--- config.mk ---
export PLATFORM = sky130hd
export DESIGN_NAME = morse_symbol_ctrl
export DESIGN_NICKNAME = d
export VERILOG_FILES = /design/src/rtl/morse_pkg.sv /design/src/rtl/morse_gap_timer.sv /design/src/rtl/morse_symbol_ctrl.sv
export SDC_FILE = /design/constraint.sdc
export NUM_CORES = 1
export LEC_CHECK = 0
export CORE_ASPECT_RATIO = 0.6
export CORE_MARGIN = 2
export CORE_UTILIZATION = 35
export DETAILED_ROUTE_END_ITERATION = 7
export PLACE_DENSITY = 0.63
export SYNTH_ARGS = -nofsm -noshare
export SYNTH_HDL_FRONTEND = slang
export SYNTH_HIERARCHICAL = 1
export SYNTH_SLANG_ARGS = --single-unit
export TNS_END_PERCENT = 10
--- constraint.sdc ---
create_clock -name clk -period 2.6 [get_ports clk]
set_clock_uncertainty 0.2 [all_clocks]
set_input_delay 0.52 -clock clk [delete_from_list [all_inputs] [get_ports clk]]
set_output_delay 0.52 -clock clk [all_outputs]
set_load 0.01 [all_outputs]
--- src/rtl/morse_pkg.sv ---
// Shared encodings and timing constants for the Morse letter sequencer.
// MORSE_WORD_GAP_EN adds the word-gap state and its timing constant.
package morse_pkg;

  localparam int SYM_MAX = 5;
  localparam int LEN_W   = 3;
  localparam int BITS_W  = 5;

  // Silicon defaults: 0.5 s letter gap and 1 s word gap at 50 MHz.
  localparam int          DEF_T_BIT  = 26;
  localparam int unsigned DEF_T_GAP  = 32'h017D_7840;
  localparam int unsigned DEF_T_WORD = 32'h02FA_F080;

  // Scaled-down values that keep simulations short.
  localparam int          SIM_T_BIT  = 4;
  localparam int unsigned SIM_T_GAP  = 4;
  localparam int unsigned SIM_T_WORD = 10;

`ifdef MORSE_WORD_GAP_EN
  typedef enum logic [2:0] {
    S_IDLE  = 3'd0,
    S_PRESS = 3'd1,
    S_GAP   = 3'd2,
    S_EMIT  = 3'd3,
    S_WGAP  = 3'd4
  } morse_state_e;
`else
  typedef enum logic [2:0] {
    S_IDLE  = 3'd0,
    S_PRESS = 3'd1,
    S_GAP   = 3'd2,
    S_EMIT  = 3'd3
  } morse_state_e;
`endif

endpackage

--- src/rtl/morse_gap_timer.sv ---
// Saturating idle-time counter with letter-gap (and, under MORSE_WORD_GAP_EN,
// word-gap) terminal flags.
module morse_gap_timer
  import morse_pkg::*;
#(
  parameter int          T_BIT  = DEF_T_BIT,
  parameter int unsigned T_GAP  = DEF_T_GAP
`ifdef MORSE_WORD_GAP_EN
  ,
  parameter int unsigned T_WORD = DEF_T_WORD
`endif
) (
  input  logic clk,
  input  logic n_rst,
  input  logic clr,
  input  logic en,
  output logic gap_hit
`ifdef MORSE_WORD_GAP_EN
  ,
  output logic word_hit
`endif
);

  localparam logic [T_BIT-1:0] GAP_LAST  = T_BIT'(T_GAP - 1);
`ifdef MORSE_WORD_GAP_EN
  localparam logic [T_BIT-1:0] WORD_LAST = T_BIT'(T_WORD - 1);
  localparam logic [T_BIT-1:0] SAT_LAST  = WORD_LAST;
`else
  localparam logic [T_BIT-1:0] SAT_LAST  = GAP_LAST;
`endif

  logic [T_BIT-1:0] cnt_q;

  // Holds at the last terminal value so a long idle never wraps into a false gap.
  always_ff @(posedge clk or negedge n_rst) begin
    if (!n_rst) begin
      cnt_q <= '0;
    end else if (clr) begin
      cnt_q <= '0;
    end else if (en && (cnt_q != SAT_LAST)) begin
      cnt_q <= cnt_q + 1'b1;
    end
  end

  assign gap_hit  = (cnt_q == GAP_LAST);
`ifdef MORSE_WORD_GAP_EN
  assign word_hit = (cnt_q == WORD_LAST);
`endif

endmodule

--- src/rtl/morse_symbol_ctrl.sv ---
// Collects dot/dash elements into letters and hands them downstream with valid/ready.
// MORSE_WORD_GAP_EN adds a word-space symbol (sym_len=0) after a long idle.
module morse_symbol_ctrl
  import morse_pkg::*;
#(
  parameter int          T_BIT  = DEF_T_BIT,
  parameter int unsigned T_GAP  = DEF_T_GAP
`ifdef MORSE_WORD_GAP_EN
  ,
  parameter int unsigned T_WORD = DEF_T_WORD
`endif
) (
  input  logic              clk,
  input  logic              n_rst,
  input  logic              bt_start,
  input  logic              bt_done,
  input  logic              length,
  input  logic              sym_ready,
  output logic              sym_valid,
  output logic [LEN_W-1:0]  sym_len,
  output logic [BITS_W-1:0] sym_bits,
  output logic              err
);

  // Handshake: a symbol transfers on a cycle where sym_valid & sym_ready are
  // both high; sym_valid, sym_len and sym_bits hold steady until that cycle.

  morse_state_e      state_q, state_d;
  logic [BITS_W-1:0] buf_q, buf_d;
  logic [LEN_W-1:0]  cnt_q, cnt_d;
  logic              valid_q, valid_d;
  logic              err_q, err_d;
  logic              tmr_clr, tmr_en, gap_hit;
  logic              start_ok;
`ifdef MORSE_WORD_GAP_EN
  logic              word_hit;
`endif

  // A release in the same cycle as a press wins; the press is ignored.
  assign start_ok = bt_start && !bt_done;

  morse_gap_timer #(
    .T_BIT (T_BIT),
    .T_GAP (T_GAP)
`ifdef MORSE_WORD_GAP_EN
    ,
    .T_WORD(T_WORD)
`endif
  ) u_gap_timer (
    .clk     (clk),
    .n_rst   (n_rst),
    .clr     (tmr_clr),
    .en      (tmr_en),
    .gap_hit (gap_hit)
`ifdef MORSE_WORD_GAP_EN
    ,
    .word_hit(word_hit)
`endif
  );

  always_comb begin
    state_d = state_q;
    buf_d   = buf_q;
    cnt_d   = cnt_q;
    valid_d = valid_q;
    err_d   = 1'b0;
    tmr_clr = 1'b0;
    tmr_en  = 1'b0;
    case (state_q)
      S_IDLE: begin
        if (start_ok) begin
          state_d = S_PRESS;
          tmr_clr = 1'b1;
        end
      end
      S_PRESS: begin
        if (bt_done) begin
          tmr_clr = 1'b1;
          state_d = S_GAP;
          if (cnt_q == LEN_W'(SYM_MAX)) begin
            err_d = 1'b1;
          end else begin
            buf_d = buf_q | (BITS_W'(length) << cnt_q);
            cnt_d = cnt_q + 1'b1;
          end
        end
      end
      S_GAP: begin
        tmr_en = 1'b1;
        if (start_ok) begin
          state_d = S_PRESS;
          tmr_clr = 1'b1;
        end else if (gap_hit) begin
          state_d = S_EMIT;
          valid_d = 1'b1;
        end
      end
      S_EMIT: begin
`ifdef MORSE_WORD_GAP_EN
        // Keep timing from the letter's release so the word gap is measured end to end.
        tmr_en = 1'b1;
`endif
        if (bt_done) err_d = 1'b1;
        if (valid_q && sym_ready) begin
          valid_d = 1'b0;
          buf_d   = '0;
          cnt_d   = '0;
`ifdef MORSE_WORD_GAP_EN
          state_d = (cnt_q != '0) ? S_WGAP : S_IDLE;
`else
          state_d = S_IDLE;
`endif
        end
      end
`ifdef MORSE_WORD_GAP_EN
      S_WGAP: begin
        tmr_en = 1'b1;
        if (start_ok) begin
          state_d = S_PRESS;
          tmr_clr = 1'b1;
        end else if (word_hit) begin
          state_d = S_EMIT;
          valid_d = 1'b1;
        end
      end
`endif
      default: begin
        state_d = S_IDLE;
        valid_d = 1'b0;
      end
    endcase
  end

  always_ff @(posedge clk or negedge n_rst) begin
    if (!n_rst) begin
      state_q <= S_IDLE;
      buf_q   <= '0;
      cnt_q   <= '0;
      valid_q <= 1'b0;
      err_q   <= 1'b0;
    end else begin
      state_q <= state_d;
      buf_q   <= buf_d;
      cnt_q   <= cnt_d;
      valid_q <= valid_d;
      err_q   <= err_d;
    end
  end

  // The element buffer doubles as the output register; it is frozen while in EMIT.
  assign sym_valid = valid_q;
  assign sym_len   = cnt_q;
  assign sym_bits  = buf_q;
  assign err       = err_q;

endmodule

# Word-level counts from Yosys, hierarchy flattened
# Index checks and enable logic that the tools add are counted.
[op_classes]
mux = 26
n_eq_ne = 13
shift = 1
bitwise_logic = 2
reduce_logical = 12
n_addsub = 2
[op_table]
columns = ["cell", "count"]
rows = [
  ["$mux 26", 2],
  ["$add 26x1->26 const B", 1],
  ["$eq 26x25->1 const B", 1],
  ["$ne 26x25->1 const B", 1],
  ["$mux 3", 7],
  ["$mux 5", 3],
  ["$ne 2x2->1 const B", 6],
  ["$pmux 3 s4", 1],
  ["$reduce_and 4->1", 3],
  ["$pmux 5 s2", 1],
  ["$mux 1", 8],
  ["$eq 3x2->1 const B", 2],
  ["$pmux 3 s2", 1],
  ["$or 5x5->5", 1],
  ["$shl 1x3->5", 1],
  ["$pmux 1 s2", 2],
  ["$reduce_bool 2->1", 2],
  ["$reduce_or 2->1", 2],
  ["$add 3x1->3 const B", 1],
  ["$eq 3x1->1 const B", 1],
  ["$eq 3x3->1 const B", 1],
  ["$logic_and 1x1->1", 3],
  ["$logic_not 3->1", 1],
  ["$ne 3x3->1 const B", 1],
  ["3 further kinds", 3],
]
[totals]
regBits = 39
out_inout_bits = 10
inputBits = 6

# Depth between registers and ports, before layout
# Gate-level depths: netlist (run 1).
[depth]
depth_word = 5
ltp_mapped = 8
depth_no_buf = 6

# Modules after synthesis
# Netlist (run 1), hierarchy kept.
[modules_own_cells]
columns = ["module", "n_inst", "area_per_inst_um2", "cells_per_inst", "seq_area_each_um2"]
rows = [
  ["morse_gap_timer", 1, 1541.5, 165, 650.6],
  ["morse_symbol_ctrl", 1, 580.6, 49, 300.3],
]

# Worst setup path before layout (run 1)
# No wires, ideal clock.
[synth_path]
path_kind = "flip-flop to flip-flop"
startpoint = "reg state_q[0]"
endpoint = "reg u_gap_timer.cnt_q[6]"
n_path_buf = 2
arrival_time_ns = 1.763
path_slack_ns = 0.512
stages_incl_launch_ff = 8
setup_time_ns = 0.125
path_cell_list = "dfrtp_1 -> buf_4 -> nor2b_1 -> buf_2 -> inv_1 -> or3_1 -> a21oi_1 -> mux2_2"
[synth_via]
elab_chain_len = 4
elab_cells_between_ends = 9
cone_classes = "eq/ne (2); mux (3); reduce/logical (4)"
[synth_lines]
columns = ["item", "line_no", "text"]
rows = [
  ["start, declared", "morse_symbol_ctrl.sv:28", "morse_state_e state_q, state_d;"],
  ["start signal, assigned", "morse_symbol_ctrl.sv:142", "state_q <= state_d;"],
  ["$eq 3x2->1", "morse_symbol_ctrl.sv:69", "case (state_q)"],
  ["$mux 1", "morse_symbol_ctrl.sv:69", ""],
  ["via tmr_en", "morse_symbol_ctrl.sv:33", "logic tmr_clr, tmr_en, gap_hit;"],
  ["$logic_and 1x1->1", "morse_gap_timer.sv:40", "end else if (en && (cnt_q != SAT_LAST)) begin"],
  ["$reduce_bool 2->1 (no source line)", "-", ""],
  ["end signal, assigned", "morse_gap_timer.sv:41", "cnt_q <= cnt_q + 1'b1;"],
  ["end, declared", "morse_gap_timer.sv:32", "logic [T_BIT-1:0] cnt_q;"],
]
# The timed path passes the listed nets, and every way through them passes these cells.
# A chain may end at the register's enable or synchronous reset.

# Worst setup path after layout (run 1)
# Ends and elaborated chain as after synthesis.

==> flow_summary_export.csv, run 1 <==
group,metric,value,unit
final_layout,syn_to_final_growth,17.0,%
synth,yosys-mux-area-fraction,5.19,%
power,leakage,1.04,nW
routing,drt_wl_total,4.61,mm
synth,ys_seq_area_share,44.8,%
sta,max_freq,450,MHz
synth,syn_nets,223,
die,core,0.00570,sq mm
setup_path,reg2reg_from,"state_q[0]",
final_layout,n_antenna_cell,0,
synth,syn_inst,214,
placement,io_buffers,15,
synth,synth_compound_area_share,14.4,%
clock_network,clk_pin_slew_worst_paths,0.08,ns
die,row_count,21,
global_routing,grt_first_pass_wirelength,8.01,mm
die,start_util,37.2,%
global_routing,antenna_found_initial,0,
clock_network,clock-sinks,38,
sta,maxSlewHeadroom,61.7,%
synth,synthArstFlopShare,100,%
sta,rsz0062_at_grt,"no",
power,ir_drop,233,uV
die,die_w,105,microns
job,drv_cap,0,
sta,tightest_slew,0.574,ns
clock_network,clock_latency,0.30,ns
setup_path,r2r_cells,6,
synth,syn-cell-area,0.00212,sq mm
setup_path,endpoint_kind,"flip-flop",
routing,dr.first_iter.drc_count,82,
sta,post-route-min-period,2.22,ns
power,powerDensity,615,mW/mm^2
clock_network,cts-resized-gates,0,
synth,synth_xor_area_share,1.24,%
placement,hpwl,3.38,mm
die,die_y,64.3,microns
placement,dp_worst_setup_slack,0.325,ns
placement,gp_congestion,0.779,
clock_network,post_cts_buffers,0,
global_routing,grt_pass1_vias,1584,
global_routing,grt_max_degree,26,
setup_path,r2r_slack,0.38,ns
routing,drc_errors,0,
outcome,status,"finished, final reports clean",
synth,synth_ff_type,"dfrtp_1",
synth,synth-simple-area-share,28.7,%
routing,drt.antenna.violating_nets,0,
sta,hold_violations,0,
final_layout,fillers,547,
routing,firstDrtPassIters,4,
synth,synth_top_family_by_area,"simple AND/OR/NAND/NOR gates",
global_routing,gr-total-overflow,0,
clock_network,cts_tree,"done",
setup_path,path_class,"flip-flop to flip-flop",
clock_network,htree_levels,2,
setup_path,cp-start-kind,"flip-flop",
global_routing,grt_usage,15.2,%
routing,avgRoutedWirePerCell,14.6,microns
sta,setup_tns,0,ns
clock_network,cts_max_path_buffers,2,
synth,syn_avg_cell_area,9.92,sq um
setup_path,required,2.58,ns
routing,via_per_inst,5.47,
setup_path,crit_arrival,2.20,ns
hold_path,hp-class,"input port to asynchronous set/reset pin",
setup_path,reg2reg_to,"u_gap_timer/cnt_q[6]",
die,num_io_pins,16,
routing,vias,1728,
clock_network,cts_root_buf,"clkbuf_8",
final_layout,final_nets,244,
synth,yosysWarnings,6,
sta,setup_viol,0,
clock_network,postCtsHoldBufs,0,
clock_network,cts_made_buffers,5,
sta,setup_ws,0.379,ns
synth,synth_edf_count,0,
die,die-area,0.00672,sq mm
synth,synth_seq_cells,38,
sta,fin_crit_sh,85.4,%
final_layout,drive_gt1_share,14.0,%
synth,synth-adder-area-share,1.77,%
sta,maxSlewViolCount,0,
setup_path,crit_fanout,11,
synth,yosys.cell_types.count,44,
[synth_stat cells (7+ instances only)]
cell type	number	area share (%)
a21oi_1	23	5.4
dfrtp_1	38	45
mux2_2	8	4.2
nand2_1	12	2.1
nand3_1	8	1.9
nand4_1	10	2.9
nor2_1	13	2.3
nor2b_1	9	2.7
o21ai_0	10	2.4
o31ai_1	7	2.5
or3_1	7	2.1
or4_1	8	2.8
[layout by cell type (no fill, tap or decap), types with 3 or more instances in the layout]
cell and count:
nand2b_1 3, nor2b_1 9, inv_1 6, nor2_1 13
or4_1 8, xor2_1 3, o31ai_1 7, buf_4 8
dfrtp_1 38, nand2_1 12, nor4_1 3, clkbuf_8 6
and3_1 3, mux2_2 8, and4_1 5, or3_1 7
o21ai_0 9, a32o_1 5, ha_1 3, a21oi_1 23
nand3_1 8, nand4_1 10, clkdlybuf4s50_1 14
[area by class of cell]
class / count / area [sq um] / share of cell area, %
tap: 80 / 100 / 4.03
clock buffer: 7 / 86.3 / 3.48
inverter: 6 / 22.5 / 0.907
sequential: 38 / 951 / 38.3
clock inverter: 1 / 5.00 / 0.202
multi-input combinational: 160 / 1090 / 44.0
timing repair buffer: 24 / 225 / 9.07
[critical path: stages (launching register included)]
cell	delay (ns)
dfrtp_1	0.51
nor2b_1	0.22
buf_4	0.22
inv_1	0.10
or3_1	0.37
a21oi_1	0.14
mux2_2	0.34
[per-stage QoR]
step	hold slack (ns)	utilization (%)	cells	area, sq um	power (mW)
after CTS	0.0349	43.6	316	2480	1.54
after global routing	0.0538	43.6	316	2480	1.63
after global placement	0.274	42.0	308	2390	1.11
after detailed placement	0.284	42.0	308	2390	1.11
final	0.0100	43.6	316	2480	1.53
after floorplan	0.0244	-	214	2120	0.943
[flip-flops by register name, summed over array words and instances, names as in the netlist]
signal / count
state_q: 2
u_gap_timer/cnt_q: 26
sym_valid: 1
sym_bits: 5
sym_len: 3
err: 1
[routing by layer]
layer  track usage [%]  part of all wire, %  up-vias
met1              24.2                   57      836
met4              5.07                  1.3        0
met3              4.29                  5.2        8
met2              18.7                   36       36
met5                 0                    0        -
li1                  -                    -      848
[worst max-delay path by stage]
stage / slack (ns) / from / cells past startpoint / endpoint
2_1_floorplan: 0.51 / state_q[0] / 7 / u_gap_timer/cnt_q[6]
3_3_place_gp: 0.38 / bt_done / 6 / u_gap_timer/cnt_q[16]
3_5_place_dp: 0.32 / bt_done / 6 / u_gap_timer/cnt_q[16]
4_1_cts: 0.41 / state_q[0] / 6 / u_gap_timer/cnt_q[6]
5_1_grt: 0.27 / u_gap_timer/cnt_q[0] / 5 / u_gap_timer/cnt_q[22]
6_report: 0.38 / state_q[0] / 6 / u_gap_timer/cnt_q[6]
[cell families (layout without fill, tap and decap cells)]
| family | Yosys count | in the layout |
|---|---|---|
| AO/OA/AOI/OAI | 50 | 50 |
| XOR/XNOR | 3 | 3 |
| buffers and inverters | 16 | 38 |
| flip-flops | 38 | 38 |
| adder cells (fa/ha/maj) | 3 | 3 |
| AND/OR/NAND/NOR | 94 | 94 |
| multiplexers | 10 | 10 |
[power by group]
| part | leakage [nW] | switching, mW | internal [mW] |
|---|---|---|---|
| combinational | 0.494 | 0.148 | 0.171 |
| clock | 0.0482 | 0.214 | 0.214 |
| sequential | 0.501 | 0.106 | 0.674 |
| total | 1.04 | 0.468 | 1.06 |
No activity file was read; power rests on OpenSTA's default activity.
==> run 2: changes to the inputs <==
CORE_UTILIZATION = 54   (was 35)
PLACE_DENSITY = 0.86   (was 0.63)
==> flow_summary_export.csv, run 2 (same netlist as run 1, synthesis figures left out) <==
group,metric,value,unit
outcome,status,"finished, final reports clean",
routing,avgRoutedWirePerCell,16.9,microns
final_layout,top_register,"u_gap_timer/cnt_q",
routing,drt_wl_total,4.71,mm
final_layout,final_common_cell,"dfrtp_1",
final_layout,largest_reg_flops,26,
sta,hold_violations,0,
final_layout,n_antenna_cell,0,
sta,post-route-min-period,2.17,ns
clock_network,cts_tree,"done",
routing,firstDrtPassIters,4,
setup_path,required,1.88,ns
power,powerDensity,702,mW/mm^2
clock_network,clock_latency,0.29,ns
placement,io_buffers,15,
sta,max_freq,460,MHz
placement,gp_congestion,0.897,
job,drv_cap,0,
die,num_io_pins,16,
setup_path,crit_arrival,1.45,ns
clock_network,cts_max_path_buffers,2,
setup_path,critical_path.max_stage_delay,0.62,ns
die,row_count,17,
setup_path,cp-start-kind,"flip-flop",
sta,rsz0062_at_grt,"no",
routing,vias,1772,
global_routing,grt_first_pass_wirelength,7.87,mm
sta,setup_viol,0,
setup_path,crit_fanout,8,
final_layout,drive_gt1_share,12.9,%
global_routing,grt_usage,23.7,%
die,die-area,0.00446,sq mm
setup_path,timing.critical_path.cells,"clkdlybuf4s50_1",
global_routing,grt_max_degree,39,
final_layout,layout_common_cells,"dfrtp_1, a21oi_1, clkdlybuf4s50_1, nor2_1, nand2_1",
global_routing,grt_pass1_vias,1556,
sta,maxSlewHeadroom,44.8,%
clock_network,clock-sinks,38,
global_routing,gr-total-overflow,0,
clock_network,cts_made_buffers,5,
setup_path,endpoint_kind,"output port",
die,die_w,84.9,microns
clock_network,htree_levels,2,
clock_network,cts_root_buf,"clkbuf_8",
setup_path,path_delay_family,"buffers and inverters",
setup_path,path_class,"flip-flop to output port",
setup_path,cpMaxStageDelayCell,"clkdlybuf4s50_1",
final_layout,syn_to_final_growth,15.5,%
sta,setup_tns,0,ns
clock_network,cts-resized-gates,0,
clock_network,postCtsHoldBufs,0,
routing,drt.antenna.violating_nets,0,
power,ir_drop,577,uV
die,start_util,57.0,%
routing,dr.first_iter.drc_count,161,
sta,fin_crit_sh,83.6,%
routing,via_per_inst,6.35,
setup_path,cp_num_buf_inv,1,
final_layout,final_nets,240,
die,core,0.00372,sq mm
placement,hpwl,3.33,mm
sta,maxSlewViolCount,0,
routing,drc_errors,0,
hold_path,hp-class,"input port to asynchronous set/reset pin",
power,leakage,1.04,nW
sta,tightest_slew,0.828,ns
final_layout,final_area,0.00245,sq mm
clock_network,clk_pin_slew_worst_paths,0.08,ns
global_routing,antenna_found_initial,0,
die,die_y,52.6,microns
placement,detailed_place.area,0.00231,sq mm
clock_network,post_cts_buffers,0,
sta,whs,0.121,ns
==> run 2: changes by cell type in the layout (fill, tap and decap cells not counted) <==
cell	change
buf_4	-3
clkinv_2	-1
bufinv_16	+2
buf_12	-1
clkbuf_1	-1
==> run 2: where the power goes <==
group | leakage [nW] | internal (mW) | switching [mW]
clock network | 0.0714 | 0.409 | 0.212
registers | 0.501 | 0.674 | 0.128
logic | 0.470 | 0.159 | 0.139
total | 1.04 | 1.24 | 0.478
==> run 2: final timing paths <==
kind,end,cells past startpoint,slack [ns],start
setup / recovery,sym_len[0],1,0.43,sym_len[0]
setup reg to reg,u_gap_timer/cnt_q[16],5,0.44,u_gap_timer/cnt_q[0]
min in group clk,sym_bits[3],1,0.30,sym_bits[3]
hold / removal,u_gap_timer/cnt_q[4],1,0.12,n_rst
max in group asynchronous,err,1,1.55,n_rst
hold reg to reg,sym_bits[3],1,0.30,sym_bits[3]
==> run 2: final cells by class <==
type	instances	area, sq um
well taps	47	58.8
inverters	6	22.5
clock inverters	2	60.1
multi-input cells	160	1090
clock buffers	6	82.6
flip-flops and latches	38	951
fillers	290	1270
repair buffers	20	183
==> run 2: through the flow <==
step / cells / utilization [%] / setup WS [ns] / power, mW
2_1_floorplan: 214 / - / 0.512 / 0.943
3_3_place_gp: 271 / 62.0 / 0.214 / 1.08
3_5_place_dp: 271 / 62.0 / 0.151 / 1.10
4_1_cts: 279 / 65.8 / 0.426 / 1.72
5_1_grt: 279 / 65.8 / 0.334 / 1.81
6_report: 279 / 65.8 / 0.427 / 1.72
==> run 2: layer usage <==
layer  share of wire (%)  GRT usage (%)  up-vias
met5                   0              0        -
met4                 1.4           9.52        0
met3                 6.8           5.35        6
met2                  40           30.2       62
met1                  52           37.6      861
li1                    -              -      843
